File: config.mk
export PLATFORM = sky130hd
export DESIGN_NAME = aes_input_queue
export DESIGN_NICKNAME = d
export VERILOG_FILES = /design/src/rtl/aes_input_queue.sv
export SDC_FILE = /design/constraint.sdc
export NUM_CORES = 2
export LEC_CHECK = 0
export ABC_AREA = 1
export CAP_MARGIN = 20
export CELL_PAD_IN_SITES_DETAIL_PLACEMENT = 0
export CELL_PAD_IN_SITES_GLOBAL_PLACEMENT = 1
export CORE_UTILIZATION = 39
export DETAILED_ROUTE_END_ITERATION = 10
export GPL_ROUTABILITY_DRIVEN = 1
export PLACE_DENSITY_LB_ADDON = 0.1
export SKIP_CTS_REPAIR_TIMING = 1
export SYNTH_ARGS = -nofsm -noshare
export SYNTH_HDL_FRONTEND = slang
export SYNTH_SLANG_ARGS = --single-unit
File: constraint.sdc
create_clock -name clock -period 38.6 [get_ports clock]
set_input_delay 3.86 -clock clock [delete_from_list [all_inputs] [get_ports clock]]
set_output_delay 3.86 -clock clock [all_outputs]
set_load 0.05 [all_outputs]
File: src/rtl/aes_input_queue.sv
// rtl/aes_input_queue.sv - text/key staging FIFO feeding the AES round-pipe new-block inputs
// Optional AES_QUEUE_STATS_EN adds stall_cnt/pop_cnt counters.
module aes_input_queue #(
   parameter int DEPTH  = 4,
   parameter int ADDR_W = 2
) (
   input  logic              clock,
   input  logic              reset,
   input  logic              wr_valid,
   output logic              wr_ready,
   input  logic [127:0]      wr_text,
   input  logic [127:0]      wr_key,
   input  logic              loop_empty,
   input  logic [7:0]        loop_rcon,
   output logic [7:0]        qn0,
   output logic [7:0]        qn1,
   output logic [7:0]        qn2,
   output logic [7:0]        qn3,
   output logic [7:0]        qn4,
   output logic [7:0]        qn5,
   output logic [7:0]        qn6,
   output logic [7:0]        qn7,
   output logic [7:0]        qn8,
   output logic [7:0]        qn9,
   output logic [7:0]        qnA,
   output logic [7:0]        qnB,
   output logic [7:0]        qnC,
   output logic [7:0]        qnD,
   output logic [7:0]        qnE,
   output logic [7:0]        qnF,
   output logic [7:0]        qnk0,
   output logic [7:0]        qnk1,
   output logic [7:0]        qnk2,
   output logic [7:0]        qnk3,
   output logic [7:0]        qnk4,
   output logic [7:0]        qnk5,
   output logic [7:0]        qnk6,
   output logic [7:0]        qnk7,
   output logic [7:0]        qnk8,
   output logic [7:0]        qnk9,
   output logic [7:0]        qnkA,
   output logic [7:0]        qnkB,
   output logic [7:0]        qnkC,
   output logic [7:0]        qnkD,
   output logic [7:0]        qnkE,
   output logic [7:0]        qnkF,
   output logic              empty_qn,
   output logic [ADDR_W:0]   level,
`ifdef AES_QUEUE_STATS_EN
   output logic [15:0]       stall_cnt,
   output logic [15:0]       pop_cnt,
`endif
   output logic              full
);

   localparam logic [ADDR_W:0] LEVEL_FULL = (ADDR_W+1)'(DEPTH);

   logic [127:0]      r_text [DEPTH];
   logic [127:0]      r_key  [DEPTH];
   logic [ADDR_W-1:0] r_wr_ptr;
   logic [ADDR_W-1:0] r_rd_ptr;
   logic [ADDR_W:0]   r_level;
   logic              r_empty;
   logic [127:0]      r_head_text;
   logic [127:0]      r_head_key;

   logic              w_full;
   logic              w_take;
   logic              w_push;
   logic              w_pop;
   logic [ADDR_W-1:0] w_rd_next;
   logic [ADDR_W:0]   w_level_next;
   logic [127:0]      w_head_text;
   logic [127:0]      w_head_key;

   // Same select condition the pipe register uses for its new-block path.
   assign w_take = loop_empty || (loop_rcon == 8'h36);
   assign w_full = (r_level == LEVEL_FULL);
   assign w_push = wr_valid && !w_full;
   assign w_pop  = w_take && !r_empty;

   always_comb begin
      w_rd_next    = r_rd_ptr;
      w_level_next = r_level;
      w_head_text  = 128'h0;
      w_head_key   = 128'h0;
      if (w_pop)
         w_rd_next = r_rd_ptr + 1'b1;
      if (w_push && !w_pop)
         w_level_next = r_level + 1'b1;
      else if (w_pop && !w_push)
         w_level_next = r_level - 1'b1;
      // The slot being written this edge can already be the next head; bypass it.
      if (w_level_next != '0) begin
         if (w_push && (r_wr_ptr == w_rd_next)) begin
            w_head_text = wr_text;
            w_head_key  = wr_key;
         end else begin
            w_head_text = r_text[w_rd_next];
            w_head_key  = r_key[w_rd_next];
         end
      end
   end

   always_ff @(posedge clock) begin
      if (w_push) begin
         r_text[r_wr_ptr] <= wr_text;
         r_key[r_wr_ptr]  <= wr_key;
      end
   end

   always_ff @(posedge clock) begin
      if (reset) begin
         r_wr_ptr    <= '0;
         r_rd_ptr    <= '0;
         r_level     <= '0;
         r_empty     <= 1'b1;
         r_head_text <= 128'h0;
         r_head_key  <= 128'h0;
      end else begin
         if (w_push)
            r_wr_ptr <= r_wr_ptr + 1'b1;
         r_rd_ptr    <= w_rd_next;
         r_level     <= w_level_next;
         r_empty     <= (w_level_next == '0);
         r_head_text <= w_head_text;
         r_head_key  <= w_head_key;
      end
   end

`ifdef AES_QUEUE_STATS_EN
   logic [15:0] r_stall_cnt;
   logic [15:0] r_pop_cnt;

   always_ff @(posedge clock) begin
      if (reset) begin
         r_stall_cnt <= 16'h0;
         r_pop_cnt   <= 16'h0;
      end else begin
         if (wr_valid && w_full && (r_stall_cnt != 16'hFFFF))
            r_stall_cnt <= r_stall_cnt + 16'h1;
         if (w_pop)
            r_pop_cnt <= r_pop_cnt + 16'h1;
      end
   end

   assign stall_cnt = r_stall_cnt;
   assign pop_cnt   = r_pop_cnt;
`endif

   assign wr_ready = !w_full;
   assign full     = w_full;
   assign level    = r_level;
   assign empty_qn = r_empty;

   assign {qn0, qn1, qn2, qn3, qn4, qn5, qn6, qn7,
           qn8, qn9, qnA, qnB, qnC, qnD, qnE, qnF} = r_head_text;
   assign {qnk0, qnk1, qnk2, qnk3, qnk4, qnk5, qnk6, qnk7,
           qnk8, qnk9, qnkA, qnkB, qnkC, qnkD, qnkE, qnkF} = r_head_key;

endmodule

After elaboration in Yosys (flattened, before gate mapping)
Memory sizes are Yosys's and may differ from the RTL's. A register that Yosys moved wholly into a read port is not among the register bits.
Cells that the tools add are included.

storage, ports and cells
  input bits = 268
  RAM bits = 1024
  output and inout port bits = 262
  word-level logic and storage cells = 30
  memories = 2
  register bits after elaboration = 8

memories
  memory  depth  width  read ports  clocked after Yosys merged registers in  write ports  RTL line  RTL
  r_key   4      128    1           1                                        1            59        logic [127:0] r_key [DEPTH];
  r_text  4      128    1           1                                        1            58        logic [127:0] r_text [DEPTH];

cells by class
  mux-type cells = 5
  bitwise operators = 1
  eq/ne operators = 2
  reduce and logical (&&, ||, !) cells = 12
  add/sub/neg operators = 4

operators by type and width
  cell                                                 count
  equality test 8 x 6 -> 1 bit, second input constant  1
  2-to-1 mux 3 bit                                     2
  adder 2 x 1 -> 2 bit, second input constant          2
  logical AND 1 bit                                    4
  logical NOT 1 bit                                    4
  adder 3 x 1 -> 3 bit, second input constant          1
  equality test 3 bit, second input constant           1
  logical NOT 3 bit                                    1
  nonzero test 3 bit                                   1
  subtractor 3 x 1 -> 3 bit, second input constant     1
  2-to-1 mux 1 bit                                     2
  2-to-1 mux 2 bit                                     1
  OR reduction 2 bit                                   1
  logical OR 1 bit                                     1
  NOT 1 bit                                            1

Logic depth before layout (Yosys ltp)
  depth in word-level cells = 10
  gate-level depth with buffers = 16
  mapped depth without buffers = 14

Worst setup path after synthesis
No wires, ideal clock.

  path type = input to register
  start point = input wr_valid
  end point = memory r_key[0][0], enable pin
  arrival = 14.739 ns
  setup time = 0.877 ns
  setup slack = 22.984 ns
  path buffers = 1
  stages on the path = 3
  data required time = 37.723 ns
  cell sequence = nand2_1 buf_2 nor2_1

on the way
  longest elaborated chain between the ends = 3

RTL lines
  element                                 RTL line  RTL
  start: declaration                      9         input logic wr_valid,
  logical AND 1 bit                       79        assign w_push = wr_valid && !w_full;
  2-to-1 mux 1 bit                        106       if (w_push) begin
  2-to-1 mux 1 bit (implied by the code)  108       r_key[r_wr_ptr] <= wr_key;
  end: declaration                        59

No other way between the ends.

Worst setup path after layout
  start point = input loop_rcon[3]
  end point = register r_head_text[32] (read register of r_text)

on the way
  longest elaborated chain between the ends = 9
  elaborated cells between the ends (all ways) = 12
  classes of those cells = eq/ne: 1; mux: 3; bitwise: 1; reduce/logical: 7

RTL lines
  element                                                 RTL line  RTL
  start: declaration                                      14        input logic [7:0] loop_rcon,
  equality test 8 x 6 -> 1 bit (*)                        77        assign w_take = loop_empty || (loop_rcon == 8'h36);
  logical OR 1 bit (*)                                    77
  logical AND 1 bit (*)                                   80        assign w_pop = w_take && !r_empty;
  logical AND 1 bit or logical NOT 1 bit (tied branches)  91, 89
  2-to-1 mux 3 bit or logical AND 1 bit (tied branches)   91, 89
  2-to-1 mux 3 bit                                        89        if (w_push && !w_pop)
  nonzero test 3 bit                                      94        if (w_level_next != '0) begin
  NOT 1 bit (no line)                                     -
  OR reduction 2 bit (no line)                            -
  end: declaration                                        64        logic [127:0] r_head_text;

Every way passes the cells marked *; elsewhere a longest branch is shown, timed or not.
A chain may end at the register's enable or synchronous reset.

==> results.ini <==
[power_and_ir_drop]
p_int_mw=2.81
power.switching_mw=1.56
peakVddDrop_mv=0.0447
swShare_pct=35.7
p_leak_nw=24.6
comb_power_share_pct=30.0
power_frac_clock_pct=30.6
total_power_mw=4.38
power.density_nw_per_um2=69.1
seqPwrFrac_pct=39.4

[cts]
htree_levels=4
clk_latency_ns=0.76
numCtsBuffers=142
clock_sinks=1288
clkTransAtPathRegs_ns=0.06
cts.path.max_buffers=3
clock-root-buffer=clkbuf_16
cts_tree=done

[die]
rows=133
die_area_um2=135000
fp.dieW_um=368
start_util_pct=39.5
core-area_um2=132000
chipHeight_um=368
num_io_pins=530

[layout]
area_growth_pct=21.4
final_area_um2=63300
fin_nets=5450
drive_above_1_share_pct=5.06

[hold_path]
hold_path_class=reg2reg

[drt]
drt-total-wl_um=157000
wire_per_inst_um=22.2
vias=36700
dr.pass1.iters=5
antenna_left=0
drcViolationCount=0
vias_per_cell=5.21
drtIter0Drc=2684

[worst_setup_path]
arrival_ns=9.49
required_ns=39.21
criticalPathCategory=in2reg
critPathLaunchType=input port
cp_max_fo=76
cp-end-kind=flop

[timing]
fin_worst_hold_slack_ns=0.565
fin_skew_ns=0.0209
finalSetupViolCount=0
period_share_pct=23.0
fmaxAchievable_mhz=113
slew_headroom_pct=20.3
period_needed_ns=8.88
setup_tns_ns=0
hold_viol=0
rsz0062_at_grt=no
setup_slack_ns=29.72
slew_violations=0
worst_pin_slew_ns=1.19

[grt]
grt_pass1_vias=35000
track_usage_pct=22.8
grt_pass1_wl_um=232000
antenna_found_initial=22
grt_max_degree=160
overflow=0

[logic_synthesis]
ys_seq_elements=1288
synthFlopType=edfxtp_1
yosys.area.top_type=edfxtp_1
synth.most_common_cell=nand2_1
syn_area_um2=52100
synth_top_area_share_pct=59.0
ys.warnings.count=0
async_reset_ff_share_pct=0
syn_nets=5089
synth.distinct_cells=18
avgSynthCellArea_um2=10.8
synth_common_cells=nand2_1 (1560), edfxtp_1 (1024), nand3_1 (523), inv_1 (277), dfxtp_1 (264)
synth.area.top_cells=edfxtp_1 (59%), nand2_1 (11%), dfxtp_1 (10%), nand3_1 (5.0%), nand3b_1 (3.7%)
synth_edf_count=1024
ys_seq_area_share_pct=69.1
syn-instance-count=4814

[placement]
dp_slack_ns=28.86
place_area_um2=58700
place_congestion=0.736
io_buffers=529
place_hpwl_um=78200

[flow_run]
cap_violations=0

[run_status]
status=complete, no violations

==> power by group through the flow <==
stage	Sequential [mW]	Clock [mW]	Combinational, mW
CTS	1.73	1.37	1.32
global route	1.74	1.42	1.42
detailed placement	1.75	0	1.32
floorplan	2.06	0	0.550
finish	1.73	1.34	1.31
global placement	1.76	0	1.32
==> flip-flops by register name, indices dropped and copies added (netlist names) <==
| name | flops |
|---|---|
| empty_qn | 1 |
| r_head_key | 128 |
| r_key | 512 |
| r_rd_ptr | 2 |
| level | 3 |
| r_wr_ptr | 2 |
| r_text | 512 |
| r_head_text | 128 |
==> kinds of logic (layout without fill, tap and decap cells) <==
logic type | Yosys count | count (layout) | share of synthesized area [%]
AND/OR/NAND/NOR | 2611 | 2611 | 23.1
flip-flops | 1288 | 1288 | 69.1
buffers and inverters | 643 | 1122 | 5.03
AO/OA/AOI/OAI | 263 | 263 | 2.53
adder cells (fa/ha/maj) | 7 | 7 | 0.168
XOR/XNOR | 2 | 2 | 0.0336
other | 0 | 6 | 0
==> critical path, cell delays in order <==
cell             delay [ns]
clkdlybuf4s50_1        0.45
inv_1                  0.03
nand2_1                0.05
nor2_1                 0.14
nand2_1                0.11
nand2_2                0.12
nand2_4                0.43
buf_4                  0.80
nand2_1                0.25
nand3_1                0.19
nand2_4                0.32
nand3_4                0.79
buf_4                  0.74
buf_4                  0.85
nand2_1                0.12
nand2_1                0.09
nor2_1                 0.04
==> cell usage in the layout (no fill, tap or decap), drive strengths merged <==
| cell | Yosys | layout |
|---|---|---|
| a21oi | 261 | 261 |
| buf | 203 | 54 |
| bufinv | 0 | 6 |
| clkbuf | 163 | 226 |
| clkdlybuf4s50 | 0 | 529 |
| clkinv | 0 | 25 |
| clkinvlp | 0 | 1 |
| dfxtp | 264 | 264 |
| diode | 0 | 6 |
| edfxtp | 1024 | 1024 |
| ha | 7 | 7 |
| inv | 277 | 281 |
| nand2 | 1563 | 1563 |
| nand3 | 523 | 523 |
| nand3b | 255 | 255 |
| nand4 | 257 | 257 |
| nor2 | 13 | 13 |
| o21ai | 2 | 2 |
| xnor2 | 1 | 1 |
| xor2 | 1 | 1 |
==> metrics by stage <==
step / utilization, % / instances
floorplan: - / 4814
global placement: 44.4 / 6786
detailed placement: 44.4 / 6786
CTS: 47.9 / 7048
global route: 47.9 / 7053
finish: 47.9 / 7054
==> layer usage <==
metal	up-vias	part of all wire, %	routed length (um)	track usage, %
met5	-	0.13	199	0
met4	30	2.1	3240	6.34
met3	226	6.6	10400	4.87
met2	1093	46	71800	35.4
met1	18100	45	71100	32.1
li1	17300	-	-	-
==> final cells by class <==
cell class	instances	area, um^2
Fill cell	12100	68800
Sequential cell	1288	36000
Multi-Input combinational cell	2883	13600
Timing Repair Buffer	583	5790
Clock buffer	226	4260
Tap cell	1755	2200
Inverter	277	1050
Clock inverter	36	348
Antenna cell	6	15.0
==> path summary, 6_finish.rpt <==
kind | startpoint | end | slack [ns] | depth (start not counted)
setup / recovery | loop_rcon[3] | r_head_text[32] | 29.72 | 17
hold / removal | level[1] | level[1] | 0.57 | 2
setup reg to reg | r_rd_ptr[0] | r_head_text[32] | 33.15 | 13
hold reg to reg | level[1] | level[1] | 0.57 | 2
No activity file was read; power rests on OpenSTA's default activity.
